--- config.mk ---
export PLATFORM = sky130hd
export DESIGN_NAME = bit_serial_alu_ctrl_flat
export DESIGN_NICKNAME = d
export VERILOG_FILES = /design/src/rtl/bit_serial_alu_ctrl_if.sv /design/src/rtl/bit_serial_alu_ctrl.sv /design/src/flat_wrapper.sv
export SDC_FILE = /design/constraint.sdc
export NUM_CORES = 1
export LEC_CHECK = 0
export CAP_MARGIN = 20
export CORE_AREA = 2 2 57 59
export CTS_BUF_LIST = sky130_fd_sc_hd__clkbuf_8
export CTS_CLUSTER_DIAMETER = 150
export CTS_CLUSTER_SIZE = 8
export DETAILED_ROUTE_END_ITERATION = 16
export DIE_AREA = 0 0 59 61
export PLACE_DENSITY = 0.77
export SETUP_SLACK_MARGIN = 0.15
export SYNTH_ARGS = -nofsm -noshare
export SYNTH_HDL_FRONTEND = slang
export SYNTH_SLANG_ARGS = --single-unit
--- constraint.sdc ---
create_clock -name clk -period 2.5 [get_ports clk]
set_clock_uncertainty 0.1 [all_clocks]
set_input_delay 0.25 -clock clk [delete_from_list [all_inputs] [get_ports clk]]
set_output_delay 0.25 -clock clk [all_outputs]
set_load 0.05 [all_outputs]
--- src/rtl/bit_serial_alu_ctrl_if.sv ---
// Bundle of all request, response and ALU-cell signals of bit_serial_alu_ctrl.
//
// Handshake rule for both req_* and rsp_*: a transfer happens on a rising
// clock edge where valid and ready are both 1. The sender holds valid and its
// payload stable until that edge. The receiver may move ready at any time.
// Here req_ready depends only on controller state, never on req_valid.
interface bit_serial_alu_ctrl_if #(
  parameter int WIDTH = 4
);
  // requester -> controller
  logic             req_valid;
  logic             req_ready;
  logic [2:0]       req_op;
  logic [WIDTH-1:0] req_a;
  logic [WIDTH-1:0] req_b;
  // controller -> consumer
  logic             rsp_valid;
  logic             rsp_ready;
  logic [WIDTH-1:0] rsp_result;
  logic             rsp_carry;
  logic             rsp_ovf;
  logic             rsp_zero;
  logic             busy;
  // controller <-> 1-bit ALU cell
  logic             cell_a;
  logic             cell_b;
  logic             cell_cin;
  logic [1:0]       cell_op;
  logic             cell_y;
  logic             cell_cout;
  // FSM state for observation: 0 IDLE, 1 RUN, 2 DONE
  logic [1:0]       dbg_state;

  // controller side
  modport slave (
    input  req_valid, req_op, req_a, req_b, rsp_ready, cell_y, cell_cout,
    output req_ready, rsp_valid, rsp_result, rsp_carry, rsp_ovf, rsp_zero,
           busy, cell_a, cell_b, cell_cin, cell_op, dbg_state
  );

  // environment side: requester, consumer and the cell
  modport master (
    output req_valid, req_op, req_a, req_b, rsp_ready, cell_y, cell_cout,
    input  req_ready, rsp_valid, rsp_result, rsp_carry, rsp_ovf, rsp_zero,
           busy, cell_a, cell_b, cell_cin, cell_op, dbg_state
  );
endinterface

--- src/rtl/bit_serial_alu_ctrl.sv ---
// Bit-serial ALU sequencer. It runs one WIDTH-bit operation through an external
// 1-bit ALU cell, one bit per cycle, LSB first. It keeps the ripple carry in
// its own register and returns the result and flags over a valid/ready response.
module bit_serial_alu_ctrl #(
  parameter int WIDTH = 4
) (
  input logic                  clk,
  input logic                  reset,  // asynchronous, active low
  bit_serial_alu_ctrl_if.slave bus
);

  localparam int IW = (WIDTH > 2) ? $clog2(WIDTH) : 1;
  localparam logic [IW-1:0] IDX_LAST = IW'(WIDTH - 1);
  localparam logic [IW-1:0] IDX_ONE  = IW'(1);

  localparam logic [2:0] OP_ADD  = 3'b000;
  localparam logic [2:0] OP_SUB  = 3'b001;
  localparam logic [2:0] OP_AND  = 3'b010;
  localparam logic [2:0] OP_OR   = 3'b011;
  localparam logic [2:0] OP_XOR  = 3'b100;
  localparam logic [2:0] OP_NOT  = 3'b101;
  localparam logic [2:0] OP_INC  = 3'b110;
  localparam logic [2:0] OP_PASS = 3'b111;

  localparam logic [1:0] CELL_SUM = 2'b00;
  localparam logic [1:0] CELL_AND = 2'b01;
  localparam logic [1:0] CELL_OR  = 2'b10;
  localparam logic [1:0] CELL_XOR = 2'b11;

  typedef enum logic [1:0] {
    S_IDLE = 2'd0,
    S_RUN  = 2'd1,
    S_DONE = 2'd2
  } state_t;

  state_t           state_q, state_d;
  logic [IW-1:0]    idx_q, idx_d;
  logic             carry_q, carry_d;
  logic [2:0]       op_q, op_d;
  logic [WIDTH-1:0] a_q, a_d;
  logic [WIDTH-1:0] b_q, b_d;
  logic [WIDTH-1:0] res_q, res_d;
  logic             rsp_valid_q, rsp_valid_d;
  logic [WIDTH-1:0] rsp_result_q, rsp_result_d;
  logic             rsp_carry_q, rsp_carry_d;
  logic             rsp_ovf_q, rsp_ovf_d;
  logic             rsp_zero_q, rsp_zero_d;

  logic             req_ready_w;
  logic             cell_a_w, cell_b_w, cell_cin_w;
  logic [1:0]       cell_op_w;
  logic             arith_w;

  // Only ADD, SUB and INC use the carry chain.
  assign arith_w = (op_q == OP_ADD) || (op_q == OP_SUB) || (op_q == OP_INC);

  // State register and datapath registers; reset discards any op in flight.
  always_ff @(posedge clk or negedge reset) begin
    if (!reset) begin
      state_q      <= S_IDLE;
      idx_q        <= '0;
      carry_q      <= 1'b0;
      op_q         <= 3'b000;
      a_q          <= '0;
      b_q          <= '0;
      res_q        <= '0;
      rsp_valid_q  <= 1'b0;
      rsp_result_q <= '0;
      rsp_carry_q  <= 1'b0;
      rsp_ovf_q    <= 1'b0;
      rsp_zero_q   <= 1'b0;
    end else begin
      state_q      <= state_d;
      idx_q        <= idx_d;
      carry_q      <= carry_d;
      op_q         <= op_d;
      a_q          <= a_d;
      b_q          <= b_d;
      res_q        <= res_d;
      rsp_valid_q  <= rsp_valid_d;
      rsp_result_q <= rsp_result_d;
      rsp_carry_q  <= rsp_carry_d;
      rsp_ovf_q    <= rsp_ovf_d;
      rsp_zero_q   <= rsp_zero_d;
    end
  end

  // Next-state, cell drive and response logic for IDLE -> RUN -> DONE.
  always_comb begin
    state_d      = state_q;
    idx_d        = idx_q;
    carry_d      = carry_q;
    op_d         = op_q;
    a_d          = a_q;
    b_d          = b_q;
    res_d        = res_q;
    rsp_valid_d  = rsp_valid_q;
    rsp_result_d = rsp_result_q;
    rsp_carry_d  = rsp_carry_q;
    rsp_ovf_d    = rsp_ovf_q;
    rsp_zero_d   = rsp_zero_q;
    req_ready_w  = 1'b0;
    cell_a_w     = 1'b0;
    cell_b_w     = 1'b0;
    cell_cin_w   = 1'b0;
    cell_op_w    = CELL_SUM;

    case (state_q)
      S_IDLE: begin
        req_ready_w = 1'b1;
        if (bus.req_valid) begin
          op_d    = bus.req_op;
          a_d     = bus.req_a;
          b_d     = bus.req_b;
          idx_d   = '0;
          res_d   = '0;
          // SUB is A + ~B + 1 and INC is A + 0 + 1, so both start with carry set.
          carry_d = (bus.req_op == OP_SUB) || (bus.req_op == OP_INC);
          state_d = S_RUN;
        end
      end

      S_RUN: begin
        cell_a_w = a_q[idx_q];
        case (op_q)
          OP_ADD:  begin cell_op_w = CELL_SUM; cell_b_w = b_q[idx_q];  end
          OP_SUB:  begin cell_op_w = CELL_SUM; cell_b_w = ~b_q[idx_q]; end
          OP_INC:  begin cell_op_w = CELL_SUM; cell_b_w = 1'b0;        end
          OP_AND:  begin cell_op_w = CELL_AND; cell_b_w = b_q[idx_q];  end
          OP_OR:   begin cell_op_w = CELL_OR;  cell_b_w = b_q[idx_q];  end
          OP_XOR:  begin cell_op_w = CELL_XOR; cell_b_w = b_q[idx_q];  end
          OP_NOT:  begin cell_op_w = CELL_XOR; cell_b_w = 1'b1;        end
          OP_PASS: begin cell_op_w = CELL_OR;  cell_b_w = 1'b0;        end
          default: begin cell_op_w = CELL_SUM; cell_b_w = 1'b0;        end
        endcase
        cell_cin_w = arith_w ? carry_q : 1'b0;

        res_d[idx_q] = bus.cell_y;
        if (arith_w) begin
          carry_d = bus.cell_cout;
        end

        if (idx_q == IDX_LAST) begin
          // On this cycle carry_q is the carry into the MSB and cell_cout is
          // the carry out of it. Their XOR is the signed overflow.
          idx_d        = '0;
          state_d      = S_DONE;
          rsp_valid_d  = 1'b1;
          rsp_result_d = res_d;
          rsp_carry_d  = arith_w ? bus.cell_cout : 1'b0;
          rsp_ovf_d    = arith_w ? (carry_q ^ bus.cell_cout) : 1'b0;
          rsp_zero_d   = ~|res_d;
        end else begin
          idx_d = idx_q + IDX_ONE;
        end
      end

      S_DONE: begin
        if (bus.rsp_ready) begin
          state_d      = S_IDLE;
          rsp_valid_d  = 1'b0;
          rsp_result_d = '0;
          rsp_carry_d  = 1'b0;
          rsp_ovf_d    = 1'b0;
          rsp_zero_d   = 1'b0;
        end
      end

      default: begin
        state_d = S_IDLE;
      end
    endcase
  end

  assign bus.req_ready  = req_ready_w;
  assign bus.rsp_valid  = rsp_valid_q;
  assign bus.rsp_result = rsp_result_q;
  assign bus.rsp_carry  = rsp_carry_q;
  assign bus.rsp_ovf    = rsp_ovf_q;
  assign bus.rsp_zero   = rsp_zero_q;
  assign bus.busy       = (state_q != S_IDLE);
  assign bus.cell_a     = cell_a_w;
  assign bus.cell_b     = cell_b_w;
  assign bus.cell_cin   = cell_cin_w;
  assign bus.cell_op    = cell_op_w;
  assign bus.dbg_state  = state_q;

endmodule

--- src/flat_wrapper.sv ---
// flat-port wrapper written by rule: the top's interface ports become plain ports
module bit_serial_alu_ctrl_flat 
#(
  parameter int WIDTH = 4
)
  (clk, reset, bus_req_valid, bus_req_op, bus_req_a, bus_req_b, bus_rsp_ready, bus_cell_y, bus_cell_cout, bus_req_ready, bus_rsp_valid, bus_rsp_result, bus_rsp_carry, bus_rsp_ovf, bus_rsp_zero, bus_busy, bus_cell_a, bus_cell_b, bus_cell_cin, bus_cell_op, bus_dbg_state);
  bit_serial_alu_ctrl_if #(.WIDTH(WIDTH)) bus_i ();
  input logic clk;
  input logic reset;
  input wire logic [$bits(bus_i.req_valid)-1:0] bus_req_valid;
  input wire logic [$bits(bus_i.req_op)-1:0] bus_req_op;
  input wire logic [$bits(bus_i.req_a)-1:0] bus_req_a;
  input wire logic [$bits(bus_i.req_b)-1:0] bus_req_b;
  input wire logic [$bits(bus_i.rsp_ready)-1:0] bus_rsp_ready;
  input wire logic [$bits(bus_i.cell_y)-1:0] bus_cell_y;
  input wire logic [$bits(bus_i.cell_cout)-1:0] bus_cell_cout;
  output wire logic [$bits(bus_i.req_ready)-1:0] bus_req_ready;
  output wire logic [$bits(bus_i.rsp_valid)-1:0] bus_rsp_valid;
  output wire logic [$bits(bus_i.rsp_result)-1:0] bus_rsp_result;
  output wire logic [$bits(bus_i.rsp_carry)-1:0] bus_rsp_carry;
  output wire logic [$bits(bus_i.rsp_ovf)-1:0] bus_rsp_ovf;
  output wire logic [$bits(bus_i.rsp_zero)-1:0] bus_rsp_zero;
  output wire logic [$bits(bus_i.busy)-1:0] bus_busy;
  output wire logic [$bits(bus_i.cell_a)-1:0] bus_cell_a;
  output wire logic [$bits(bus_i.cell_b)-1:0] bus_cell_b;
  output wire logic [$bits(bus_i.cell_cin)-1:0] bus_cell_cin;
  output wire logic [$bits(bus_i.cell_op)-1:0] bus_cell_op;
  output wire logic [$bits(bus_i.dbg_state)-1:0] bus_dbg_state;
  assign bus_i.req_valid = bus_req_valid;
  assign bus_i.req_op = bus_req_op;
  assign bus_i.req_a = bus_req_a;
  assign bus_i.req_b = bus_req_b;
  assign bus_i.rsp_ready = bus_rsp_ready;
  assign bus_i.cell_y = bus_cell_y;
  assign bus_i.cell_cout = bus_cell_cout;
  assign bus_req_ready = bus_i.req_ready;
  assign bus_rsp_valid = bus_i.rsp_valid;
  assign bus_rsp_result = bus_i.rsp_result;
  assign bus_rsp_carry = bus_i.rsp_carry;
  assign bus_rsp_ovf = bus_i.rsp_ovf;
  assign bus_rsp_zero = bus_i.rsp_zero;
  assign bus_busy = bus_i.busy;
  assign bus_cell_a = bus_i.cell_a;
  assign bus_cell_b = bus_i.cell_b;
  assign bus_cell_cin = bus_i.cell_cin;
  assign bus_cell_op = bus_i.cell_op;
  assign bus_dbg_state = bus_i.dbg_state;
  bit_serial_alu_ctrl #(.WIDTH(WIDTH)) u_core (.clk(clk), .reset(reset), .bus(bus_i));
endmodule
==> metrics.json <==
{
  "result_of_the_run": "finished clean",
  "syn-instance-count": 119,
  "numPlacedInstances": 185,
  "cts_num_sinks": 28,
  "finalWorstSetupSlack_ns": 0.194,
  "post-route-min-period_ns": 2.31,
  "grt_usage_pct": 18.7,
  "die_area_sq_mm": 0.00360,
  "pwr_density_cell_mw_per_mm2": 1510,
  "synthDominantCellAreaShare_pct": 49.7,
  "fmax_ghz": 0.434,
  "initial_core_util_pct": 47.8,
  "post_drt_wl_per_cell_microns": 15.1,
  "synth-warning-count": 0,
  "max-vdd-ir-drop_mv": 0.760,
  "timing.max_cap.violations": 0,
  "floorplan.rows": 20,
  "htreeDepth": 1,
  "num_antenna_cells": 0,
  "crit_path_max_fanout": 6,
  "grt_pass1_vias": 1143,
  "setup_violations": 0,
  "setup_tns_ns": 0,
  "synthTopCellsByArea": "dfrtp_1 50%, mux2_1 9.6%, ha_1 3.5%, mux2i_1 2.8%, a21oi_1 2.5%",
  "synthDominantAreaCellType": "dfrtp_1",
  "fin_nets": 178,
  "fp.coreArea_sq_mm": 0.00295,
  "post_cts_repair_timing_setup_buffer_count": 0,
  "synth_area_sq_mm": 0.00141,
  "syn2layout_area_growth_pct": 32.9,
  "drt_pre_antenna_iters": 4,
  "share_of_final_layout_standard_cells_stronger_than_drive_strength_1_pct": 12.8,
  "wl_met2_microns": 1330,
  "grt_setup_unrepaired": "yes",
  "met3_wirelength_microns": 147,
  "vias_post_dr": 1066,
  "grt_max_degree": 29,
  "static-leakage-power_nw": 0.811,
  "final.period_utilization_pct": 92.2,
  "drtAntennaViolNets": 0,
  "fp.dieH_microns": 61,
  "number_of_antenna_violations_at_the_first_check_in_global_routing": 0,
  "cts-root-buf": "clkbuf_8",
  "slew_headroom_pct": 65.4,
  "dp_hpwl_microns": 2100,
  "end_kind": "primary output",
  "multi_input_comb_area_sq_um": 672,
  "finalWeightedCongestion": 0.799,
  "finalMaxSlewViolations": 0,
  "timing_worst_slew_pin_value_ns": 0.519,
  "worstSetupPathType": "register to primary output",
  "cts_tree": "done",
  "clock_latency_at_the_later_pin_of_the_worst_skew_pair_ns": 0.28,
  "wp_data_required_ns": 2.15,
  "top_layer_used": "met4",
  "crit_family": "multiplexers",
  "route.detailed.drc": 0,
  "global_route_wire_length_before_repair_microns": 5060,
  "io_pins": 34,
  "vias_per_cell": 5.64,
  "drt-initial-drc-count": 20,
  "pre_cts_slack_ns": 0.370,
  "die_w_microns": 59,
  "path_cells": "buf_4 > mux4_2 > and3_4 > a2111oi_4 > buf_12",
  "timing.critical_path.slowest_stage_cell": "mux4_2",
  "portBuffers": 33,
  "hold_viol": 0,
  "finalWirelength_microns": 2850,
  "regArea_sq_um": 701,
  "register_clock_pin_slew_on_the_reported_worst_setup_and_hold_paths_ns": 0.10,
  "fillers": 244,
  "mappedNetlistNets": 140,
  "crit_path_max_incr_delay_ns": 0.51,
  "timing.hold.worst.class": "primary input to asynchronous set/reset pin",
  "netlist-cell-type-count": 37,
  "grt.overflow.total": 0,
  "totalPowerFinal_w": 0.00283,
  "cts.hold.buffers_added": 0,
  "synth_seq_area_share_pct": 49.7,
  "worstPathArrival_ns": 1.96,
  "critPathLaunchType": "register",
  "clk_path_buf_depth": 2,
  "critPathBufInv": 2,
  "fin_cells": 189,
  "flip_flop_and_latch_count_after_synthesis": 28,
  "cts-buffers-inserted": 3,
  "wl_met1_microns": 1320,
  "syn_area_per_cell_sq_um": 11.8
}
## kinds of logic (layout without fill, tap and decap cells)
kind of cell               after synthesis  in the layout  share of synthesized area (%)
and+or+nand+nor                         28             28                           11.6
adders and majority gates                4              4                           3.55
xor gates and xnor gates                 1              1                          0.621
AOI/OAI and AO/OA                       29             29                           14.9
muxes                                   18             18                           15.9
buffers and inverters                   11             48                           3.73
DFF                                     28             28                           49.7
## worst register-to-register path, stage by stage (launching register included)
cell and delay [ns]:
dfrtp_1 0.40, buf_4 0.17, ha_1 0.30, and3b_1 0.30, a31oi_2 0.39, a22o_1 0.21
## stage by stage
stage / hold slack (ns) / util, % / instance area, sq um
floorplan: -0.146 / - / 1430
finish: 0.237 / 63.5 / 1870
detailed placement: 0.371 / 61.1 / 1810
global placement: 0.359 / 61.1 / 1810
CTS: 0.252 / 63.5 / 1870
global route: 0.272 / 63.5 / 1870
## area by class of cell
type	instances	share of cell area, %
Timing Repair Buffer	37	19.4
Clock inverter	1	1.60
Clock buffer	3	2.20
Sequential cell	28	37.4
Inverter	7	1.40
Tap cell	33	2.20
Multi-Input combinational cell	80	35.8
## final timing paths
check	start	to	slack (ns)	depth (start not counted)
setup / recovery	u_core.idx_q[0]	bus_cell_b	0.19	5
hold / removal	reset	u_core.bus.rsp_carry	0.24	2
setup reg to reg	u_core.idx_q[0]	u_core.bus.rsp_zero	0.58	5
hold reg to reg	u_core.a_q[2]	u_core.a_q[2]	0.39	1
max in group asynchronous	reset	u_core.b_q[2]	1.80	2
min in group clk	u_core.a_q[2]	u_core.a_q[2]	0.39	1
## repair_timing
item                                    CTS  global route
gates cloned                              0             0
endpoints found under the setup margin    2             1
resized for setup                         2             0
## state kept, by name, indices dropped and copies added, names as in the netlist
signal / cells
u_core.carry_q: 1
u_core.b_q: 4
u_core.res_q: 4
u_core.bus.rsp_result: 4
u_core.op_q: 3
u_core.bus.rsp_valid: 1
u_core.bus.dbg_state: 2
u_core.bus.rsp_carry: 1
u_core.bus.rsp_zero: 1
u_core.idx_q: 2
u_core.a_q: 4
u_core.bus.rsp_ovf: 1
## Yosys cell counts
cell type	instances
dfrtp_1	28
mux2_1	12
nand2_1	9
a21oi_1	7
inv_1	6
o21ai_1	5
ha_1	4
mux2i_1	4
a22o_1	3
buf_4	3
nor2_1	3
nor2b_1	3
o2bb2ai_1	3
a31oi_1	2
a32o_1	2
and2_1	2
nand3b_1	2
o21ai_0	2
a2111oi_2	1
a31o_1	1
a31oi_2	1
and3_1	1
and3_4	1
and3b_1	1
and4_1	1
clkbuf_1	1
inv_2	1
mux4_1	1
mux4_2	1
nor3b_1	1
o21bai_2	1
o31ai_1	1
or2_1	1
or2b_2	1
or3_1	1
or3b_2	1
xor2_1	1
## layer usage
layer	vias up	track usage [%]
li1	503	-
met3	7	2.99
met2	33	31.6
met4	0	7.47
met1	523	24.2
met5	-	0
## power by group
group | leakage (nW) | internal [W] | switching (W)
Combinational | 0.432 | 0.000674 | 0.000988
Clock | 0.0357 | 0.000214 | 0.000143
Sequential | 0.344 | 0.000656 | 0.000150
Total | 0.811 | 0.00154 | 0.00128
## cells in the final DEF (no fill, tap or decap), types with 2 or more instances in the layout
cell type,n
a31oi_1,2
clkbuf_8,3
mux2_1,12
a22o_1,3
mux2i_1,4
a21oi_1,7
a32o_1,2
ha_1,4
inv_1,6
o21ai_1,5
nand2_1,9
nand3b_1,2
dfrtp_1,28
dlygate4sd2_1,2
o21ai_0,2
nor2_1,2
buf_4,6
nor2b_1,3
and2_1,2
o2bb2ai_1,3
clkdlybuf4s50_1,28
(Power assumes the default switching activity.)
